<file path="src/rtl/riscv_div_sequencer.sv">
// riscv_div_sequencer: holds divider operands for MCP_CYCLES, then registers the W-adjusted result with a one-cycle valid
// Optional one-entry result cache enabled by defining RISCV_DIVSEQ_RESULT_CACHE_EN
module riscv_div_sequencer #(
  parameter int MCP_CYCLES = 4
) (
  input  logic        i_riscv_divseq_clk,
  input  logic        i_riscv_divseq_rst,
  input  logic        i_riscv_divseq_start,
  input  logic [2:0]  i_riscv_divseq_divctrl,
  input  logic        i_riscv_divseq_wsel,
  input  logic [63:0] i_riscv_divseq_rs1data,
  input  logic [63:0] i_riscv_divseq_rs2data,
  input  logic        i_riscv_divseq_flush,
  output logic [2:0]  o_riscv_divseq_divctrl,
  output logic [63:0] o_riscv_divseq_div_rs1,
  output logic [63:0] o_riscv_divseq_div_rs2,
  input  logic [63:0] i_riscv_divseq_divresult,
  output logic [63:0] o_riscv_divseq_result,
  output logic        o_riscv_divseq_valid,
  output logic        o_riscv_divseq_stall
);
  localparam logic [1:0] IDLE = 2'd0, WAIT = 2'd1, DONE = 2'd2;
  logic [1:0]  state;
  logic [3:0]  cnt;
  logic        wsel_q, accept, capture, hit;
  logic [63:0] rs1_x, rs2_x, res_x, hit_res;
  assign accept  = i_riscv_divseq_start & i_riscv_divseq_divctrl[2] & ~i_riscv_divseq_flush & (state != WAIT);
  assign capture = (state == WAIT) & (cnt == 4'd0) & ~i_riscv_divseq_flush;
  assign rs1_x = ~i_riscv_divseq_wsel ? i_riscv_divseq_rs1data :
                 i_riscv_divseq_divctrl[0] ? {32'b0, i_riscv_divseq_rs1data[31:0]} :
                 {{32{i_riscv_divseq_rs1data[31]}}, i_riscv_divseq_rs1data[31:0]};
  assign rs2_x = ~i_riscv_divseq_wsel ? i_riscv_divseq_rs2data :
                 i_riscv_divseq_divctrl[0] ? {32'b0, i_riscv_divseq_rs2data[31:0]} :
                 {{32{i_riscv_divseq_rs2data[31]}}, i_riscv_divseq_rs2data[31:0]};
  assign res_x = wsel_q ? {{32{i_riscv_divseq_divresult[31]}}, i_riscv_divseq_divresult[31:0]} : i_riscv_divseq_divresult;
  assign o_riscv_divseq_stall = accept | (state == WAIT);
`ifdef RISCV_DIVSEQ_RESULT_CACHE_EN
  logic        c_vld, c_w;
  logic [2:0]  c_ctrl;
  logic [63:0] c_rs1, c_rs2, c_res;
  assign hit = c_vld & (c_ctrl == i_riscv_divseq_divctrl) & (c_w == i_riscv_divseq_wsel) & (c_rs1 == rs1_x) & (c_rs2 == rs2_x);
  assign hit_res = c_res;
  always_ff @(posedge i_riscv_divseq_clk)
    if (i_riscv_divseq_rst) begin
      c_vld  <= 1'b0;
      c_w    <= 1'b0;
      c_ctrl <= 3'd0;
      c_rs1  <= 64'd0;
      c_rs2  <= 64'd0;
      c_res  <= 64'd0;
    end else if (capture) begin
      c_vld  <= 1'b1;
      c_w    <= wsel_q;
      c_ctrl <= o_riscv_divseq_divctrl;
      c_rs1  <= o_riscv_divseq_div_rs1;
      c_rs2  <= o_riscv_divseq_div_rs2;
      c_res  <= res_x;
    end
`else
  assign hit = 1'b0;
  assign hit_res = 64'd0;
`endif
  always_ff @(posedge i_riscv_divseq_clk)
    if (i_riscv_divseq_rst) begin
      state                  <= IDLE;
      cnt                    <= 4'd0;
      wsel_q                 <= 1'b0;
      o_riscv_divseq_divctrl <= 3'd0;
      o_riscv_divseq_div_rs1 <= 64'd0;
      o_riscv_divseq_div_rs2 <= 64'd0;
      o_riscv_divseq_result  <= 64'd0;
      o_riscv_divseq_valid   <= 1'b0;
    end else begin
      o_riscv_divseq_valid <= capture | (accept & hit);
      if (i_riscv_divseq_flush)
        state <= IDLE;
      else if (accept) begin
        state                  <= hit ? DONE : WAIT;
        cnt                    <= 4'(MCP_CYCLES - 1);
        wsel_q                 <= i_riscv_divseq_wsel;
        o_riscv_divseq_divctrl <= i_riscv_divseq_divctrl;
        o_riscv_divseq_div_rs1 <= rs1_x;
        o_riscv_divseq_div_rs2 <= rs2_x;
        if (hit) o_riscv_divseq_result <= hit_res;
      end else if (state == WAIT) begin
        if (cnt == 4'd0) begin
          state                 <= DONE;
          o_riscv_divseq_result <= res_x;
        end else
          cnt <= cnt - 4'd1;
      end else
        state <= IDLE;
    end
endmodule

</file>
<file path="config.mk">
export PLATFORM = sky130hd
export DESIGN_NAME = riscv_div_sequencer
export DESIGN_NICKNAME = d
export VERILOG_FILES = /design/src/rtl/riscv_div_sequencer.sv
export SDC_FILE = /design/constraint.sdc
export NUM_CORES = 1
export LEC_CHECK = 0
export BUFFER_PORTS_ARGS = -buffer_cell sky130_fd_sc_hd__buf_4
export CAP_MARGIN = 20
export CORE_AREA = 4 4 150 152
export CTS_CLUSTER_DIAMETER = 100
export DETAILED_ROUTE_END_ITERATION = 10
export DIE_AREA = 0 0 154 156
export PLACE_DENSITY = 0.69
export RECOVER_POWER = 25
export SETUP_SLACK_MARGIN = 0.5
export SLEW_MARGIN = 30
export SYNTH_ARGS = -nofsm -noshare
export SYNTH_HDL_FRONTEND = slang
export SYNTH_SLANG_ARGS = --single-unit
</file>
<file path="constraint.sdc">
create_clock -name i_riscv_divseq_clk -period 2.7 [get_ports i_riscv_divseq_clk]
set_input_delay 0 -clock i_riscv_divseq_clk [delete_from_list [all_inputs] [get_ports i_riscv_divseq_clk]]
set_output_delay 0 -clock i_riscv_divseq_clk [all_outputs]
set_load 0.005 [all_outputs]
</file>
==> flow_summary.yaml <==
outcome:
  status: "complete, no violations"
detailed_routing:
  drc_errors: 0
  wire_per_inst_um: 18.48
  drt-initial-drc-count: 719
  first_pass_iters: 5
  vias: 9702
  ant_nets: 0
  routed_via_density: 5.469
  drt-total-wl_um: 32790
yosys:
  avgSynthCellArea_um2: 8.713
  synthTopCellsByArea: "dfxtp_1, a21oi_1, nand3_1"
  async_flop_share_pct: 0
  synth_area_um2: 8243
  synthFlopType: "dfxtp_1"
  yosysSeqAreaShare_pct: 49.30
  synth_edf_count: 0
  synthCells: 946
  ys_types: 36
  yosys_warnings: 0
  synthesis.nets: 1148
  synth.top_cell.area_share_pct: 49.30
  yosys.area.top_type: "dfxtp_1"
  ys_ff_latch: 203
grt:
  grt.met2_usage_pct: 43.01
  grt.busiest_layer: "met2"
  antenna_found_initial: 0
  overflow: 0
  met3_usage_pct: 5.381
  grt_pass1_vias: 9637
  grt.total_usage_pct: 24.99
  grt_util_met1_pct: 29.58
  grt_pass1_wl_um: 50610
  grt_max_degree: 86
pwr:
  p_leak_nw: 5.611
  power_frac_seq_pct: 42.3
  power.total_w: 0.007450
  pwr_density_cell_nw_per_um2: 533.1
  switchingPower_w: 0.001811
  max-vdd-ir-drop_uv: 356.2
  pwr-share-clk_pct: 42.2
  sw_frac_of_total_pct: 24.31
  p_comb_share_pct: 15.5
  internal_power_w: 0.005639
sta:
  fmax_mhz: 465.6
  layout_setup_ws_ps: 552.4
  final-setup-viol-count: 0
  fin_skew_ps: 8.117
  worstMarginPinSlew_ps: 665.6
  finalCritPeriodShare_pct: 79.54
  relSlewSlack_pct: 55.63
  fin_crit_ps: 2148
  slew_violations: 0
  rsz0062_at_grt: "yes"
  tns_ps: 0
  hold_ws_ps: 55.65
  hold_viol: 0
floorplanning:
  fp.dieArea_um2: 24020
  die_w_um: 154
  rows: 53
  coreArea_um2: 21020
  die_h_um: 156
  io_pins: 397
  start_util_pct: 39.21
cts:
  cts.sinks: 203
  cts-root-buf: "clkbuf_16"
  clkSlewWorstSetupHoldPaths_ps: 60
  postCtsSetupBuffers: 0
  cts_max_level: 1
  cts_made_buffers: 23
  cts_tree: "built"
  max-clock-path-buffers: 3
  clk_latency_ps: 500
critical_path:
  rrSetupSlack_ps: 550
  endpoint_kind: "register"
  crit_required_ps: 3080
  path_class: "reg2reg"
  worst-endpoint-arrival_ps: 2530
  startpoint_type: "register"
  path_max_fanout: 10
layout:
  antenna_cells: 0
  nNetsFinal: 1684
  area_growth_pct: 69.54
  final_cell_mix: "buf_4, a21oi_1, dlygate4sd3_1, dfxtp_1, nand3_1"
  final_common_cell: "buf_4"
  layout-drive-gt1-share_pct: 28.95
placed_design:
  place_ws_ps: 724.2
  port_buffers: 396
  gp_congestion: 0.8342
  post-dp-hpwl_um: 19540
flow_run:
  cap_viol_max_count: 0
min_path:
  hold_path.class: "in2reg"
==> state kept, by name, indices dropped and copies added (netlist names) <==
signal / cells
state: 2
o_riscv_divseq_result: 64
wsel_q: 1
o_riscv_divseq_div_rs2: 64
cnt: 4
o_riscv_divseq_divctrl: 3
o_riscv_divseq_valid: 1
o_riscv_divseq_div_rs1: 64
==> cells by family after synthesis <==
group	synth area share [%]
AO/OA/AOI/OAI	32.07
AND/OR/NAND/NOR	10.79
flip-flops	49.30
buffers and inverters	7.529
adder cells (fa/ha/maj)	0.3035
==> synth_stat cells (2+ instances only) <==
| cell type | instances |
|---|---|
| a21oi_1 | 261 |
| dfxtp_1 | 203 |
| nand3_1 | 99 |
| o21ai_0 | 90 |
| a211oi_1 | 60 |
| clkbuf_1 | 54 |
| buf_2 | 46 |
| nand2b_1 | 34 |
| a311oi_1 | 32 |
| buf_4 | 10 |
| buf_6 | 9 |
| o21ai_1 | 9 |
| nor2_1 | 6 |
| a211oi_2 | 4 |
| and3b_1 | 3 |
| nor3_1 | 3 |
| ha_1 | 2 |
| inv_1 | 2 |
| nand2_1 | 2 |
==> through the flow <==
step | util (%) | cell area, um^2 | cells
finish | 66.48 | 13970 | 1774
global placement | 53.30 | 11200 | 1518
detailed placement | 53.31 | 11210 | 1518
global route | 66.48 | 13970 | 1774
floorplan | - | 8243 | 946
CTS | 67.01 | 14090 | 1771
==> power groups by stage <==
stage          sequential [W]  combinational [W]  clock [W]
5_1_grt               0.00316            0.00124    0.00331
2_1_floorplan         0.00322           0.000403          0
6_report              0.00315            0.00115    0.00315
3_3_place_gp          0.00321           0.000886          0
4_1_cts               0.00315            0.00113    0.00323
3_5_place_dp          0.00322           0.000890          0
==> final cells by class <==
class / instances / area, um^2
fillers: 1589 / 7047
clock buffers: 34 / 666.9
multi-input cells: 623 / 3603
clock inverters: 8 / 101.3
repair buffers: 628 / 5184
flip-flops and latches: 203 / 4064
inverters: 3 / 11.26
well taps: 275 / 344.1
==> what timing repair did <==
action	4_1_cts	5_1_grt
endpoints found under the hold margin	196	0
hold buffers	211	0
setup endpoints to repair	0	13
gates resized for setup	0	3
==> critical path: stages (launching register included) <==
cell	delay (ps)
dfxtp_1	330
inv_1	100
ha_1	220
or3b_4	490
o21ai_0	210
a21oi_1	90
dlygate4sd3_1	590
==> final timing paths <==
| check | endpoint | start | depth (start not counted) |
|---|---|---|---|
| setup / recovery | o_riscv_divseq_result[21] | cnt[0] | 6 |
| hold / removal | o_riscv_divseq_div_rs1[52] | i_riscv_divseq_start | 4 |
| setup reg to reg | o_riscv_divseq_result[21] | cnt[0] | 6 |
| hold reg to reg | o_riscv_divseq_result[15] | o_riscv_divseq_result[15] | 2 |
==> per-layer routing <==
metal,share of wire (%),up-vias
li1,-,4566
met1,38,4586
met2,49,434
met3,7.0,116
met4,5.2,0
met5,0,-
No activity file was read; power rests on OpenSTA's default activity.
